## config.mk

```make
export PLATFORM = sky130hd
export DESIGN_NAME = audio_adc_capture_flat
export DESIGN_NICKNAME = d
export VERILOG_FILES = /design/src/rtl/audio_adc_capture_if.sv /design/src/rtl/audio_adc_capture.sv /design/src/flat_wrapper.sv
export SDC_FILE = /design/constraint.sdc
export NUM_CORES = 1
export LEC_CHECK = 0
export BUFFER_PORTS_ARGS = -buffer_cell sky130_fd_sc_hd__buf_4
export CORE_MARGIN = 2
export CORE_UTILIZATION = 44
export DETAILED_ROUTE_END_ITERATION = 16
export GPL_ROUTABILITY_DRIVEN = 1
export SYNTH_ARGS = -nofsm -noshare
export SYNTH_HDL_FRONTEND = slang
export SYNTH_SLANG_ARGS = --single-unit
```

## constraint.sdc

```tcl
create_clock -name Clk -period 4.3 [get_ports Clk]
set_input_delay 0.43 -clock Clk [delete_from_list [all_inputs] [get_ports Clk]]
set_output_delay 0.43 -clock Clk [all_outputs]
set_load 0.01 [all_outputs]
```

## src/rtl/audio_adc_capture_if.sv

```systemverilog
// Capture-side bus: deserialized sample pair plus the sample-RAM write port.
interface audio_adc_capture_if #(
  parameter int unsigned DATA_WIDTH = 16,
  parameter int unsigned ADDR_WIDTH = 19
);
  logic [DATA_WIDTH-1:0]   LDATA_out;
  logic [DATA_WIDTH-1:0]   RDATA_out;
  logic                    sample_valid;
  logic                    wr_en;
  logic [ADDR_WIDTH-1:0]   wr_addr;
  logic [2*DATA_WIDTH-1:0] wr_data;

  // Capture block drives the bus
  modport master (
    output LDATA_out,
    output RDATA_out,
    output sample_valid,
    output wr_en,
    output wr_addr,
    output wr_data
  );

  // RAM / consumer side
  modport slave (
    input LDATA_out,
    input RDATA_out,
    input sample_valid,
    input wr_en,
    input wr_addr,
    input wr_data
  );
endinterface

```

## src/rtl/audio_adc_capture.sv

```systemverilog
// Codec ADC capture: left-justified serial deserializer plus a frame-aligned
// recorder that writes {left,right} pairs into the audio sample RAM.
module audio_adc_capture #(
  parameter int unsigned           DATA_WIDTH = 16,
  parameter int unsigned           ADDR_WIDTH = 19,
  parameter logic [ADDR_WIDTH-1:0] MAX_ADDR   = {ADDR_WIDTH{1'b1}}
) (
  input  logic                Clk,
  input  logic                Reset,
  input  logic                AUD_BCLK,
  input  logic                AUD_ADCLRCK,
  input  logic                AUD_ADCDAT,
  input  logic                record_start,
  input  logic                record_stop,
  output logic                busy,
  output logic                done,
  output logic                short_frame,
  audio_adc_capture_if.master cap
);

  localparam int unsigned CNT_W = $clog2(DATA_WIDTH + 1);
  localparam logic [CNT_W-1:0] CNT_FULL = CNT_W'(DATA_WIDTH);

  localparam logic [1:0] S_IDLE = 2'd0;
  localparam logic [1:0] S_ARM  = 2'd1;
  localparam logic [1:0] S_REC  = 2'd2;
  localparam logic [1:0] S_DONE = 2'd3;

  // [0],[1] synchronizer stages, [2] delayed copy for edge detection
  logic [2:0]              bclk_sync_q, bclk_sync_d;
  logic [2:0]              lrck_sync_q, lrck_sync_d;
  logic [1:0]              dat_sync_q,  dat_sync_d;

  logic [DATA_WIDTH-1:0]   shift_q, shift_d;
  logic [CNT_W-1:0]        cnt_q, cnt_d;
  logic                    chan_q, chan_d;      // 1 = left, 0 = right
  logic                    framed_q, framed_d;  // seen an LRCK edge since reset
  logic [DATA_WIDTH-1:0]   ldata_q, ldata_d;
  logic [DATA_WIDTH-1:0]   rdata_q, rdata_d;
  logic                    sample_valid_q, sample_valid_d;
  logic                    short_frame_q, short_frame_d;

  logic [1:0]              state_q, state_d;
  logic                    wr_en_q, wr_en_d;
  logic [ADDR_WIDTH-1:0]   wr_addr_q, wr_addr_d;
  logic [2*DATA_WIDTH-1:0] wr_data_q, wr_data_d;
  logic                    busy_q, busy_d;
  logic                    done_q, done_d;

  logic                    bclk_rise, lrck_rise, lrck_fall, bit_in;
  logic                    commit_r, short_set, short_clr;
  logic [DATA_WIDTH-1:0]   word, padded;

  // Deserializer: sync, edge detect, shift and commit channel words
  always_comb begin
    bclk_sync_d = {bclk_sync_q[1:0], AUD_BCLK};
    lrck_sync_d = {lrck_sync_q[1:0], AUD_ADCLRCK};
    dat_sync_d  = {dat_sync_q[0], AUD_ADCDAT};
    bclk_rise   = bclk_sync_q[1] & ~bclk_sync_q[2];
    lrck_rise   = lrck_sync_q[1] & ~lrck_sync_q[2];
    lrck_fall   = ~lrck_sync_q[1] & lrck_sync_q[2];
    bit_in      = dat_sync_q[1];

    shift_d   = shift_q;
    cnt_d     = cnt_q;
    chan_d    = chan_q;
    framed_d  = framed_q;
    ldata_d   = ldata_q;
    rdata_d   = rdata_q;
    commit_r  = 1'b0;
    short_set = 1'b0;
    word      = '0;
    padded    = '0;

    // Frame clock edge: flush a partial word MSB-aligned, retarget channel
    if (lrck_rise || lrck_fall) begin
      if (framed_q && (cnt_q != '0) && (cnt_q < CNT_FULL)) begin
        padded    = shift_q << (CNT_FULL - cnt_q);
        short_set = 1'b1;
        if (chan_q) begin
          ldata_d = padded;
        end else begin
          rdata_d  = padded;
          commit_r = 1'b1;
        end
      end
      framed_d = 1'b1;
      chan_d   = lrck_rise;
      cnt_d    = '0;
      shift_d  = '0;
    end

    // Bit clock rise: take one bit until the word is full
    if (framed_d && bclk_rise && (cnt_d < CNT_FULL)) begin
      word    = {shift_d[DATA_WIDTH-2:0], bit_in};
      shift_d = word;
      cnt_d   = cnt_d + CNT_W'(1);
      if (cnt_d == CNT_FULL) begin
        if (chan_d) begin
          ldata_d = word;
        end else begin
          rdata_d  = word;
          commit_r = 1'b1;
        end
      end
    end

    sample_valid_d = commit_r;
  end

  // Recorder FSM: arm on start, write each completed pair while recording
  always_comb begin
    state_d   = state_q;
    wr_en_d   = 1'b0;
    wr_data_d = wr_data_q;
    wr_addr_d = wr_addr_q;
    short_clr = 1'b0;

    // Address advances the cycle after a write, saturating at the last word
    if (wr_en_q && (wr_addr_q != MAX_ADDR)) begin
      wr_addr_d = wr_addr_q + ADDR_WIDTH'(1);
    end

    case (state_q)
      S_IDLE, S_DONE: begin
        if (record_start) begin
          state_d   = S_ARM;
          wr_addr_d = '0;
          short_clr = 1'b1;
        end
      end
      S_ARM: begin
        if (record_stop) begin
          state_d = S_DONE;
        end else if (lrck_rise) begin
          state_d = S_REC;
        end
      end
      S_REC: begin
        if (commit_r) begin
          wr_en_d   = 1'b1;
          wr_data_d = {ldata_d, rdata_d};
          if (wr_addr_q == MAX_ADDR) begin
            state_d = S_DONE;
          end
        end
        if (record_stop) begin
          state_d = S_DONE;
        end
      end
      default: state_d = S_IDLE;
    endcase

    short_frame_d = (short_clr ? 1'b0 : short_frame_q) | short_set;
    busy_d        = (state_d == S_ARM) || (state_d == S_REC);
    done_d        = (state_d == S_DONE);
  end

  // State and output registers
  always_ff @(posedge Clk or posedge Reset) begin
    if (Reset) begin
      bclk_sync_q    <= '0;
      lrck_sync_q    <= '0;
      dat_sync_q     <= '0;
      shift_q        <= '0;
      cnt_q          <= '0;
      chan_q         <= 1'b0;
      framed_q       <= 1'b0;
      ldata_q        <= '0;
      rdata_q        <= '0;
      sample_valid_q <= 1'b0;
      short_frame_q  <= 1'b0;
      state_q        <= S_IDLE;
      wr_en_q        <= 1'b0;
      wr_addr_q      <= '0;
      wr_data_q      <= '0;
      busy_q         <= 1'b0;
      done_q         <= 1'b0;
    end else begin
      bclk_sync_q    <= bclk_sync_d;
      lrck_sync_q    <= lrck_sync_d;
      dat_sync_q     <= dat_sync_d;
      shift_q        <= shift_d;
      cnt_q          <= cnt_d;
      chan_q         <= chan_d;
      framed_q       <= framed_d;
      ldata_q        <= ldata_d;
      rdata_q        <= rdata_d;
      sample_valid_q <= sample_valid_d;
      short_frame_q  <= short_frame_d;
      state_q        <= state_d;
      wr_en_q        <= wr_en_d;
      wr_addr_q      <= wr_addr_d;
      wr_data_q      <= wr_data_d;
      busy_q         <= busy_d;
      done_q         <= done_d;
    end
  end

  assign cap.LDATA_out    = ldata_q;
  assign cap.RDATA_out    = rdata_q;
  assign cap.sample_valid = sample_valid_q;
  assign cap.wr_en        = wr_en_q;
  assign cap.wr_addr      = wr_addr_q;
  assign cap.wr_data      = wr_data_q;
  assign busy             = busy_q;
  assign done             = done_q;
  assign short_frame      = short_frame_q;

endmodule

```

## src/flat_wrapper.sv

```systemverilog
// flat-port wrapper written by rule: the top's interface ports become plain ports
module audio_adc_capture_flat 
#(
  parameter int unsigned           DATA_WIDTH = 16,
  parameter int unsigned           ADDR_WIDTH = 19,
  parameter logic [ADDR_WIDTH-1:0] MAX_ADDR   = {ADDR_WIDTH{1'b1}}
)
  (Clk, Reset, AUD_BCLK, AUD_ADCLRCK, AUD_ADCDAT, record_start, record_stop, busy, done, short_frame, cap_LDATA_out, cap_RDATA_out, cap_sample_valid, cap_wr_en, cap_wr_addr, cap_wr_data);
  audio_adc_capture_if #(.DATA_WIDTH(DATA_WIDTH), .ADDR_WIDTH(ADDR_WIDTH)) cap_i ();
  input  logic Clk;
  input  logic Reset;
  input  logic AUD_BCLK;
  input  logic AUD_ADCLRCK;
  input  logic AUD_ADCDAT;
  input  logic record_start;
  input  logic record_stop;
  output logic busy;
  output logic done;
  output logic short_frame;
  output wire logic [$bits(cap_i.LDATA_out)-1:0] cap_LDATA_out;
  output wire logic [$bits(cap_i.RDATA_out)-1:0] cap_RDATA_out;
  output wire logic [$bits(cap_i.sample_valid)-1:0] cap_sample_valid;
  output wire logic [$bits(cap_i.wr_en)-1:0] cap_wr_en;
  output wire logic [$bits(cap_i.wr_addr)-1:0] cap_wr_addr;
  output wire logic [$bits(cap_i.wr_data)-1:0] cap_wr_data;
  assign cap_LDATA_out = cap_i.LDATA_out;
  assign cap_RDATA_out = cap_i.RDATA_out;
  assign cap_sample_valid = cap_i.sample_valid;
  assign cap_wr_en = cap_i.wr_en;
  assign cap_wr_addr = cap_i.wr_addr;
  assign cap_wr_data = cap_i.wr_data;
  audio_adc_capture #(.DATA_WIDTH(DATA_WIDTH), .ADDR_WIDTH(ADDR_WIDTH), .MAX_ADDR(MAX_ADDR)) u_core (.Clk(Clk), .Reset(Reset), .AUD_BCLK(AUD_BCLK), .AUD_ADCLRCK(AUD_ADCLRCK), .AUD_ADCDAT(AUD_ADCDAT), .record_start(record_start), .record_stop(record_stop), .busy(busy), .done(done), .short_frame(short_frame), .cap(cap_i));
endmodule
```

# ---- After elaboration in Yosys (flattened, before gate mapping)
# Cells that the tools add are included.
dict set report op_classes {
  n_mux 41
  shifts 1
  eq_ne 9
  multipliers 0
  reduce_logical 12
  div_mod_pow 0
  add_sub_neg 3
  bitwise 7
  n_lt_le_gt_ge 2
}
# operator count
set ops {}
lappend ops {{$mux 16} 14}
lappend ops {{$mux 19} 3}
lappend ops {{$add 19x1->19 const B} 1}
lappend ops {{$eq 19x19->1 const B} 1}
lappend ops {{$ne 19x19->1 const B} 1}
lappend ops {{$shl 16x5->16} 1}
lappend ops {{$mux 1} 15}
lappend ops {{$mux 2} 6}
lappend ops {{$lt 5x5->1 const B} 2}
lappend ops {{$mux 5} 2}
lappend ops {{$eq 2x2->1 const B} 4}
lappend ops {{$pmux 2 s3} 1}
lappend ops {{$add 5x1->5 const B} 1}
lappend ops {{$eq 5x5->1 const B} 1}
lappend ops {{$logic_and 1x1->1} 5}
lappend ops {{$reduce_bool 5->1} 1}
lappend ops {{$sub 5x5->5 const A} 1}
lappend ops {{$eq 2x1->1 const B} 2}
lappend ops {{$and 1x1->1} 3}
lappend ops {{$not 1->1} 3}
lappend ops {{$logic_not 2->1} 1}
lappend ops {{$logic_or 1x1->1} 2}
lappend ops {{$reduce_and 2->1} 1}
lappend ops {{$reduce_bool 2->1} 1}
lappend ops {{2 further kinds} 2}
dict set report word_totals {
  rom_bits 0
  in_bits 7
  register_bits 121
  ramBits 0
  latch_bits 0
  mem_count 0
}

# ---- Depth between registers and ports, before layout
dict set report logic_depth {
  ltp_word 13
  mapped_depth 13
  depth_no_buf 10
}

# ---- Worst setup path after synthesis
# OpenSTA, ideal clock, no wires.
dict set report synth_timing {
  kind {register -> register}
  from {register u_core.cnt_q[0]}
  to {register u_core.busy_q, in the netlist u_core.busy}
  path_buffers 4
  arrival_ps 2904
  path_stages_with_launch 14
  slack_ps 1270
  cell_sequence {dfrtp_1 > buf_6 > buf_6 > buf_4 > inv_1 > ha_1 > nor3b_1 > ha_1 > nor3b_1 > and3_4 > buf_6 > o211ai_2 > a221oi_1 > ha_1}
}
dict set report synth_via {
  elab_chain_cells 13
  elab_cells_between_ends 20
}
# item line
set synth_lines {}
lappend synth_lines {{from (decl)} audio_adc_capture.sv:35} ;# logic [CNT_W-1:0] cnt_q, cnt_d;
lappend synth_lines {{from (signal assigned)} audio_adc_capture.sv:184} ;# cnt_q <= cnt_d;
lappend synth_lines {{branches (longest 7 deep; another with $add 5x1->5)} -}
lappend synth_lines {{$mux 1 *} audio_adc_capture.sv:94} ;# if (framed_d && bclk_rise && (cnt_d < CNT_FULL)) begin
lappend synth_lines {{$mux 2 *} audio_adc_capture.sv:140} ;# if (commit_r) begin
lappend synth_lines {{$mux 2 *} audio_adc_capture.sv:147} ;# if (record_stop) begin
lappend synth_lines {{$pmux 2 s3 *} audio_adc_capture.sv:124} ;# case (state_q)
lappend synth_lines {{$eq 2x1->1 or $eq 2x2->1 (tied branches)} audio_adc_capture.sv:155} ;# busy_d = (state_d == S_ARM) || (state_d == S_REC);
lappend synth_lines {{$logic_or 1x1->1 *} audio_adc_capture.sv:155}
lappend synth_lines {{via u_core.busy_d} audio_adc_capture.sv:47} ;# logic busy_q, busy_d;
lappend synth_lines {{to (signal assigned)} audio_adc_capture.sv:195} ;# busy_q <= busy_d;
lappend synth_lines {{to (decl)} audio_adc_capture.sv:47}
# Mark *: on every way through the listed nets, which the timed path passes.
# A chain may end at the register's enable or synchronous reset.

# ---- Final worst setup path
dict set report layout_timing {
  from {register u_core.cnt_q[1]}
  to {register u_core.wr_data_q[18], in the netlist u_core.cap.wr_data[18]}
}
dict set report layout_via {
  elab_chain_cells 9
  elab_cells_between_ends 23
}
# item line
set layout_lines {}
lappend layout_lines {{branches (longest 9 deep; another with $sub 5x5->5)} -}
lappend layout_lines {{to (signal assigned)} audio_adc_capture.sv:194} ;# wr_data_q <= wr_data_d;
lappend layout_lines {{to (decl)} audio_adc_capture.sv:46} ;# logic [2*DATA_WIDTH-1:0] wr_data_q, wr_data_d;
# Several ways; the timed one is not identified.

==> flow_metrics.tcl <==
set metrics [dict create \
    status "finished, final reports clean" \
    via_per_inst 6.03 \
    fin_skew_ps 6.21 \
    worstHoldStart "AUD_BCLK" \
    p_int_mw 2.80 \
    pwr-share-clk 0.378 \
    tns_ps 0 \
    io_pins 95 \
    die_h_um 126 \
    final_cells 887 \
    antennaDiodeCount 0 \
    max-vdd-ir-drop_uv 294 \
    maxCapViolations 0 \
    synthCells 610 \
    first_iter_violations 518 \
    grt_use_total 0.245 \
    synth_nets 627 \
    root_buffer "clkbuf_16" \
    min_path_type "primary input to flop" \
    hold_slack_ps 113 \
    cts_tree "built" \
    post-route-util 0.544 \
    first_pass_iters 5 \
    setup_viol 0 \
    dieArea_um2 15800 \
    worst_pin_slew_ps 933 \
    reg2reg_slack_ps 720 \
    holdPathStages 1 \
    start_util 0.449 \
    critical_path_arrival_ps 3880 \
    grt_pass1_wl_um 30100 \
    cts_made_buffers 17 \
    fin_nets 707 \
    gp_congestion 0.904 \
    drv_slew 0 \
    htree_levels 4 \
    power_switching_mw 1.26 \
    hpwlAfterDp_um 13300 \
    synthXorXnorAreaFrac 0.0146 \
    overflow 0 \
    cts_resized 0 \
    cts_setup_buffers 0 \
    synth_compound_area_frac 0.186 \
    r2r_start "u_core.cnt_q[1]" \
    clock_sinks 121 \
    p_per_area_nw_per_um2 513 \
    crit_type "flop to flop" \
    min_period_ps 3580 \
    core_um2 14500 \
    maxSlewHeadroom 0.377 \
    synth-edff-count 0 \
    synth_top_family_by_area "compound AO/OA/AOI/OAI gates" \
    synthFlopType "dfrtp_1" \
    period_share 0.832 \
    pwr-share-comb 0.261 \
    min_to "u_core.bclk_sync_q[0]" \
    synth-seq-area-share 0.464 \
    yosys.area_share.adder 0.0192 \
    layout_setup_ws_ps 721 \
    area_growth_pct 21.2 \
    hold_violations 0 \
    cts_hold_buf 0 \
    yosys_warnings 0 \
    insertion_delay_ps 420 \
    drive_gt1_frac 0.265 \
    io_buffers 94 \
    yosys.area_share.simple 0.151 \
    swShare 0.311 \
    syn_area_per_cell_um2 10.7 \
    clk_pin_slew_ps 60 \
    required_ps 4600 \
    start_kind "flop" \
    drc 0 \
    syn_area_um2 6530 \
    row_count 44 \
    rsz0062_at_grt "no" \
    synth.distinct_cells 75 \
    synth_mux_area_frac 0.117 \
    fp.dieW_um 126 \
    seqPwrFrac 0.362 \
    p_leak_nw 3.56 \
    placed_cells 855 \
    wirelength_um 18900 \
    worst-path-max-fanout 13 \
    r2r_end "u_core.cap.wr_data[18]" \
    ys_ff_latch 121 \
    num_vias 5351 \
    wl_per_cell_um 21.3 \
    ys_async_sr_fraction 1.00 \
    rr_worst_depth 8 \
    ant_nets 0 \
    fillers 1304 \
    first_global_vias 5171 \
    end_kind "flop" \
    antenna_found_initial 0 \
    grt_max_degree 61 \
    dp_slack_ps 838 \
    cts.path.max_buffers 2 \
    timing.fmax_mhz 279 \
]
==> power by group through the flow <==
stage	registers (mW)	logic (mW)	clock network, mW
2_1_floorplan	1.51	0.596	0
3_3_place_gp	1.48	1.04	0
3_5_place_dp	1.49	1.06	0
4_1_cts	1.47	1.07	1.55
5_1_grt	1.49	1.17	1.61
6_report	1.47	1.06	1.53
==> cell type report <==
| cell class | count | area [um^2] | share of cell area |
|---|---|---|---|
| clock inverter | 12 | 171 | 0.0217 |
| multi-input combinational | 433 | 3190 | 0.403 |
| clock buffer | 20 | 467 | 0.0590 |
| tap | 184 | 230 | 0.0291 |
| timing repair buffer | 103 | 773 | 0.0977 |
| sequential | 121 | 3030 | 0.383 |
| inverter | 14 | 55.1 | 0.00696 |
==> synth_stat cells (3+ instances only) <==
cell type	count	area, um^2
nand3b_1	6	45.0
a21oi_1	29	145
inv_1	14	52.6
a211oi_1	3	22.5
o22ai_1	15	93.8
a2bb2oi_1	3	26.3
nor2b_1	9	56.3
or4_1	6	45.0
o211ai_1	4	30.0
dfrtp_1	121	3030
mux4_1	7	184
nor3_1	6	30.0
o31a_1	3	26.3
a21oi_2	4	35.0
a31o_2	7	61.3
o21a_1	3	22.5
and3_4	3	33.8
nor3b_1	3	22.5
nor2_1	33	124
and2_1	7	43.8
a31oi_1	6	37.5
o22a_1	4	35.0
a22o_1	6	52.6
nand4_1	6	37.5
o21ai_0	35	175
clkbuf_1	11	41.3
buf_6	7	78.8
and3_1	6	37.5
buf_4	9	67.6
nand3_1	20	100
xnor2_1	7	61.3
buf_2	14	70.1
mux4_2	7	158
o31ai_1	10	75.1
mux2i_1	31	310
o21ai_1	3	15.0
o2bb2ai_1	5	43.8
o221a_2	3	33.8
nand2_1	64	240
ha_1	10	125
mux2_2	10	113
nor4_1	4	25.0
nand2b_1	5	31.3
==> state kept, by name, summed over array words and instances, names as in the netlist <==
signal and cells:
u_core.bclk_sync_q 3, u_core.lrck_sync_q 3, u_core.cap.wr_en 1, u_core.cap.RDATA_out 16
u_core.chan_q 1, u_core.cap.wr_data 32, u_core.state_q 2, u_core.shift_q 16
u_core.short_frame 1, u_core.cap.sample_valid 1, u_core.cnt_q 5, u_core.framed_q 1
u_core.cap.wr_addr 19, u_core.done 1, u_core.busy 1, u_core.cap.LDATA_out 16
u_core.dat_sync_q 2
==> kinds of logic after synthesis <==
group / after synthesis
xor+xnor: 10
fa+ha+maj: 10
simple gates: 190
buf+inv: 56
flops: 121
mux: 55
compound gates: 168
==> per-layer routing <==
metal / vias to the layer above / GRT usage / wire length, um
met5: - / 0 / 0
met4: 0 / 0.0847 / 425
met3: 27 / 0.0548 / 1380
met2: 213 / 0.363 / 8680
met1: 2660 / 0.358 / 8390
li1: 2451 / - / -
==> worst max-delay path by stage <==
| stage | startpoint | to | slack (ps) |
|---|---|---|---|
| after floorplan | Reset | u_core.bclk_sync_q[0] | 660 |
| after global placement | u_core.cnt_q[1] | u_core.cap.wr_data[17] | 860 |
| after detailed placement | u_core.cnt_q[1] | u_core.cap.wr_data[18] | 840 |
| after CTS | u_core.cnt_q[1] | u_core.cap.wr_data[18] | 810 |
| after global routing | u_core.cnt_q[1] | u_core.cap.LDATA_out[5] | 520 |
| final | u_core.cnt_q[1] | u_core.cap.wr_data[18] | 720 |
==> per-stage QoR <==
| stage | area (um^2) | total power [mW] |
|---|---|---|
| final | 7910 | 4.06 |
| after global routing | 7910 | 4.26 |
| after CTS | 7910 | 4.08 |
| after detailed placement | 7270 | 2.55 |
| after global placement | 7270 | 2.52 |
| after floorplan | 6530 | 2.11 |
==> worst max-delay path, cell delays in order (launching register included) <==
cell and delay (ps):
dfrtp_1 580, inv_1 90, ha_1 250, nor3b_1 170, ha_1 230, nor3b_1 590
and3_4 480, a32o_1 650, mux2_2 410
==> layout by cell type, fill, tap and decap left out, types with 4 or more instances in the layout <==
| cell | n |
|---|---|
| and2_1 | 7 |
| dfrtp_1 | 121 |
| mux2i_1 | 31 |
| mux2_2 | 10 |
| mux4_2 | 7 |
| nand3_1 | 20 |
| a31oi_1 | 6 |
| inv_1 | 13 |
| o22ai_1 | 15 |
| o31ai_1 | 10 |
| bufinv_16 | 4 |
| nor3_1 | 6 |
| mux4_1 | 7 |
| o22a_1 | 4 |
| a31o_2 | 7 |
| and3_1 | 6 |
| a21oi_1 | 29 |
| nand4_1 | 6 |
| clkbuf_16 | 17 |
| nor4_1 | 4 |
| nand2_1 | 64 |
| ha_1 | 10 |
| nor2b_1 | 9 |
| nand2b_1 | 5 |
| buf_4 | 103 |
| a21oi_2 | 4 |
| nor2_1 | 33 |
| or4_1 | 6 |
| o211ai_1 | 4 |
| o2bb2ai_1 | 5 |
| nand3b_1 | 6 |
| xnor2_1 | 7 |
| o21ai_0 | 35 |
| clkinv_2 | 5 |
| a22o_1 | 6 |
No activity file was read; power rests on OpenSTA's default activity.
